**src/rtl/insn_decode.sv**
```systemverilog
// insn_decode: decodes instruction words, folds I/T prefixes into the next emitted word, tracks fragment slots; define INSN_DECODE_ERR_EN for sticky err_o checking
module insn_decode (
    input  logic        clk,
    input  logic        rst,
    input  logic        in_valid,
    output logic        in_ready,
    input  logic [31:0] in_data,
    output logic        out_valid,
    input  logic        out_ready,
    output logic [2:0]  op,
    output logic [3:0]  funct,
    output logic        immab,
    output logic [5:0]  immlo,
    output logic [9:0]  offset,
    output logic [5:0]  ta1,
    output logic [5:0]  ta2,
    output logic [1:0]  tt1,
    output logic [1:0]  tt2,
    output logic        endF,
    output logic [6:0]  nalloc,
    output logic [1:0]  prefix_o,
    output logic [25:0] immhi_o,
    output logic [5:0]  ta3_o,
    output logic [5:0]  ta4_o,
    output logic [1:0]  tt3_o,
    output logic [1:0]  tt4_o,
    output logic [6:0]  icounter_o,
    output logic        frag_active,
    output logic        err_o
);
    logic        w_acc, w_pre_i, w_pre_t, w_emit, w_frag, w_fend, w_alu;
    logic [2:0]  w_op;
    logic [1:0]  r_pend;
    logic [25:0] r_immhi;
    logic [15:0] r_tfld;

    assign in_ready = !out_valid || out_ready;
    assign w_acc    = in_valid && in_ready;
    assign w_op     = in_data[31:29];
    assign w_pre_i  = w_op == 3'b100;
    assign w_pre_t  = w_op == 3'b011;
    assign w_emit   = w_acc && !w_pre_i && !w_pre_t;
    assign w_frag   = w_op == 3'b101;
    assign w_fend   = w_frag && in_data[28];
    assign w_alu    = w_op < 3'b011;

    // output stage valid: set by an emitted word, dropped once drained
    always_ff @(posedge clk) begin
        if (rst) out_valid <= 1'b0;
        else if (w_emit) out_valid <= 1'b1;
        else if (out_ready) out_valid <= 1'b0;
    end

    // decoded field register, loaded only by emitted words
    always_ff @(posedge clk) begin
        if (rst) begin
            {op, funct, immab, immlo, offset, ta1, ta2, tt1, tt2, endF, nalloc} <= '0;
        end else if (w_emit) begin
            op     <= w_op;
            funct  <= in_data[28:25];
            immab  <= in_data[24];
            immlo  <= in_data[23:18];
            offset <= in_data[9:0];
            ta1    <= in_data[17:12];
            tt1    <= in_data[11:10];
            ta2    <= in_data[9:4];
            tt2    <= in_data[3:2];
            endF   <= in_data[28];
            nalloc <= in_data[6:0];
        end
    end

    // pending prefix capture; a repeat overwrites, any emitted word consumes them
    always_ff @(posedge clk) begin
        if (rst) begin
            r_pend  <= '0;
            r_immhi <= '0;
            r_tfld  <= '0;
        end else if (w_acc) begin
            if (w_pre_i) begin
                r_pend[1] <= 1'b1;
                r_immhi   <= in_data[25:0];
            end
            if (w_pre_t) begin
                r_pend[0] <= 1'b1;
                r_tfld    <= in_data[17:2];
            end
            if (w_emit) r_pend <= '0;
        end
    end

    // prefix outputs: fields hold unless refreshed; a fragment end discards pending prefixes
    always_ff @(posedge clk) begin
        if (rst) begin
            prefix_o <= '0;
            immhi_o  <= '0;
            {ta3_o, tt3_o, ta4_o, tt4_o} <= '0;
        end else if (w_emit) begin
            prefix_o <= w_fend ? 2'b00 : r_pend;
            if (r_pend[1] && !w_fend) immhi_o <= r_immhi;
            if (r_pend[0] && !w_fend) {ta3_o, tt3_o, ta4_o, tt4_o} <= r_tfld;
        end
    end

    // fragment slot tracking: start loads nalloc, ALU ops consume one slot, end clears
    always_ff @(posedge clk) begin
        if (rst) begin
            icounter_o  <= '0;
            frag_active <= 1'b0;
        end else if (w_acc && w_frag) begin
            icounter_o  <= w_fend ? 7'd0 : in_data[6:0];
            frag_active <= !w_fend;
        end else if (w_acc && w_alu && frag_active && icounter_o != 7'd0) begin
            icounter_o <= icounter_o - 7'd1;
        end
    end

`ifdef INSN_DECODE_ERR_EN
    // sticky error: reserved op, ALU outside a live fragment, or prefix directly before a fragment marker
    always_ff @(posedge clk) begin
        if (rst) err_o <= 1'b0;
        else if (w_acc && (w_op[2:1] == 2'b11 || (w_alu && (!frag_active || icounter_o == 7'd0)) || (w_frag && r_pend != 2'b00))) err_o <= 1'b1;
    end
`else
    assign err_o = 1'b0;
`endif
endmodule
```
**config.mk**
```make
export PLATFORM = sky130hd
export DESIGN_NAME = insn_decode
export DESIGN_NICKNAME = d
export VERILOG_FILES = /design/src/rtl/insn_decode.sv
export SDC_FILE = /design/constraint.sdc
export NUM_CORES = 1
export LEC_CHECK = 0
export CAP_MARGIN = 20
export CORE_MARGIN = 10
export CORE_UTILIZATION = 45
export CTS_BUF_LIST = sky130_fd_sc_hd__clkbuf_8
export CTS_CLUSTER_DIAMETER = 50
export DETAILED_ROUTE_END_ITERATION = 10
export DONT_BUFFER_PORTS = 1
export GPL_ROUTABILITY_DRIVEN = 0
export PLACE_DENSITY = 0.68
export SLEW_MARGIN = 20
export SYNTH_ARGS = -nofsm -noshare
export SYNTH_HDL_FRONTEND = slang
export SYNTH_SLANG_ARGS = --single-unit
```
**constraint.sdc**
```tcl
create_clock -name clk -period 4.35 [get_ports clk]
set_input_delay 0.87 -clock clk [delete_from_list [all_inputs] [get_ports clk]]
set_output_delay 0.87 -clock clk [all_outputs]
set_load 0.02 [all_outputs]
```
==> summary.md <==
| Metric | Value |
|---|---|
| M1 wire length | 5843 um |
| Synth Area per Inst | 9.208 um^2 |
| Synth unique cells | 51 |
| Logic gate share of total power | 7.0% |
| Diodes inserted | 0 |
| Leakage power total | 2.112 nW |
| RSZ-0062 raised after global routing | false |
| Synth async-reset ratio | 0% |
| Post-Place Cell Area | 0.005303 mm^2 |
| Ys flop type | dfxtp_1 |
| Total power | 2.470 mW |
| Max-Slew Margin vs Limit | 27.63% |
| Inserted Clock Buffers | 17 |
| Mapped Nets | 635 |
| Worst-case clock buffer depth | 2 |
| Hold Buf Count CTS | 0 |
| Root Driver | clkbuf_8 |
| Switching part of the total | 26.50% |
| Total gr overflow | 0 |
| WP data required | 4670 ps |
| Critical path type | flop to flop |
| Synthesized instance count | 598 |
| Starting Density | 45.84% |
| Postcts setup bufs | 0 |
| Final Hold Fails | 0 |
| Routed wl met3 | 1739 um |
| DR vias/cell | 5.994 |
| Die X | 130.6 um |
| #FFs+latches synth | 129 |
| Nets | 591 |
| Hpwl dp | 9979 um |
| CTS tree | yes |
| Number of synthesized flops with an enable pin | 0 |
| Die ar. | 0.01706 mm^2 |
| Layout cells sized above 1 | 9.541% |
| Ports | 139 |
| Tmin final | 2402 ps |
| Reg clk slew, reported paths | 70 ps |
| Measured slew at the worst slew-check pin | 1083 ps |
| H-tree depth | 4 |
| Row count | 40 |
| CP Capture Type | flop |
| Via count | 4,274 |
| CP Max Fanout | 17 |
| Worst-Skew Late Latency | 430 ps |
| NetSw | 0.6546 mW |
| DR pass1 iterations | 5 |
| Filler cell count | 1,130 |
| First DRT Iteration DRCs | 314 |
| Number of global-route vias before repair | 4,124 |
| Setup TNS after final layout | 0 ps |
| Buffers added on ports | 0 |
| Seq/Total Area, Yosys | 46.90% |
| Hold WC Path Type | flop to flop |
| Data arrival, critical path | 2720 ps |
| Largest net degree at the start of global routing | 131 |
| Peak VDD IR | 217.4 uV |
| Worst setup SP type | flop |
| Drt drc | 0 |
| Max Clock Skew | 8.874 ps |
| CORE AREA | 0.01201 mm^2 |
| Area growth syn-to-layout | 4.454% |
| DR top layer | met4 |
| Clock power frac | 41.1% |
| Synth Cell Area | 0.005507 mm^2 |
| Share of total power in sequential cells | 51.9% |
| Outcome | finished, final reports clean |
| Initial antenna violation count | 0 |
| Synth warn | 0 |
| Maximum Capacitance Violations | 0 |
| First-pass GRT wire length | 23,690 um |
| Metal2 WL | 7063 um |
| Detail Route Antenna Nets | 0 |
| Fmax | 0.4163 GHz |
| Pre-CTS setup slack | 1629 ps |
| Vert. Die Dim | 130.6 um |
| Clock sink total | 129 |
| PwrDens | 429.5 mW/mm^2 |
| Utilization after layout | 47.89% |
| Post-layout instance area | 0.005752 mm^2 |
| GRT Overall Usage | 17.71% |
| Post-cts resize count | 0 |
| WL/cell | 20.88 um |
| Final worst setup slack | 1948 ps |
| P_int | 1.816 mW |
| Fin. max-slew vios | 0 |
| Fin crit share | 55.22% |
| Setup-failing EPs final | 0 |
| Routed WL | 14,890 um |
-- worst max-delay path: stages (launching register included) --
cell      delay [ps]
dfxtp_1          460
nor2b_4          360
clkinv_4         240
nand3_1          860
mux2i_1          270
nor2_1            70
-- routing by layer --
metal	global-route usage, %	vias up
li1	-	2062
met1	20.42	2020
met2	27.86	170
met3	8.703	22
met4	6.475	0
met5	0	-
-- placed cells by master, fill, tap and decap left out, drive strengths merged --
master    synthesis  layout
a2111oi           1       1
a211oi            3       3
a21oi            76      76
a311oi            2       2
a31oi             6       6
a32o              2       2
a32oi             3       3
and3b             2       2
buf              47       6
bufinv            0       2
clkbuf           22      19
clkinv            2       6
clkinvlp          0       3
conb              1       1
dfxtp           129     129
ha                1       1
inv              11      14
mux2              1       1
mux2i            47      47
nand2            61      61
nand2b            4       4
nand3             3       3
nand3b            2       2
nand4            44      44
nor2             52      52
nor2b             6       6
nor3              4       4
nor4              3       3
o2111ai           1       1
o211ai            1       1
o21ai             8       8
o311ai            3       3
o31ai            44      44
o32ai             2       2
o41ai             1       1
or2               1       1
or3               2       2
-- logic make-up after synthesis --
group	after synthesis	share of synthesized area [%]
fa+ha+maj	1	0.2272
simple gates	184	17.11
flops	129	46.90
buf+inv	82	8.907
mux	48	8.748
compound gates	153	18.04
other cells	1	0.06810
-- layout make-up --
cell class | count | area (um^2) | share of cell area, %
inverters | 13 | 53.80 | 0.9354
flip-flops and latches | 129 | 2582 | 44.90
clock buffers | 19 | 261.5 | 4.546
repair buffers | 6 | 85.08 | 1.479
clock inverters | 12 | 132.6 | 2.306
multi-input cells | 387 | 2452 | 42.64
well taps | 147 | 183.9 | 3.198
-- Yosys cell counts, types with 2 or more instances --
cell type	instances	area, um^2
a311oi_1	2	17.52
a31oi_1	6	37.54
o31ai_1	44	330.3
buf_2	16	80.08
buf_4	20	150.1
nand3b_1	2	15.01
inv_1	10	37.54
nand2_1	61	229.0
a21oi_1	75	375.4
a211oi_1	3	22.52
buf_6	11	123.9
o32ai_1	2	17.52
a32oi_1	3	26.28
dfxtp_1	129	2582
o21ai_0	7	35.03
mux2i_1	47	470.5
nand2b_1	4	25.02
nor2b_1	5	31.28
nand4_1	43	269.0
nor3_1	3	15.01
clkbuf_1	22	82.58
nor2_1	52	195.2
o311ai_0	2	17.52
a32o_1	2	20.02
-- worst paths after layout --
check	start	to	slack (ps)	depth (start not counted)
hold reg to reg	r_immhi[22]	r_immhi[22]	460	2
hold / removal	r_immhi[22]	r_immhi[22]	460	2
setup reg to reg	out_valid	r_tfld[3]	1950	5
setup / recovery	out_valid	r_tfld[3]	1950	5
-- stage by stage --
step	std cells	hold slack (ps)
after floorplan	598	436.7
after CTS	711	456.2
after global placement	680	439.6
after global routing	713	472.7
after detailed placement	680	443.5
final	713	457.9
-- registers in the layout (all words and copies together), names as in the netlist, 2 cells and up --
signal      cells
funct           4
icounter_o      7
immhi_o        26
immlo           6
offset         10
op              3
prefix_o        2
r_immhi        26
r_pend          2
r_tfld         16
ta1             6
ta3_o           6
ta4_o           6
tt1             2
tt3_o           2
tt4_o           2
-- power groups by stage --
stage | registers, mW | clock network (mW) | logic, mW
CTS | 1.28 | 1.03 | 0.167
global route | 1.29 | 1.09 | 0.191
global placement | 1.31 | 0 | 0.160
detailed placement | 1.31 | 0 | 0.166
floorplan | 1.29 | 0 | 0.197
finish | 1.28 | 1.02 | 0.172
Note: power is estimated with default switching activity, not from simulation.
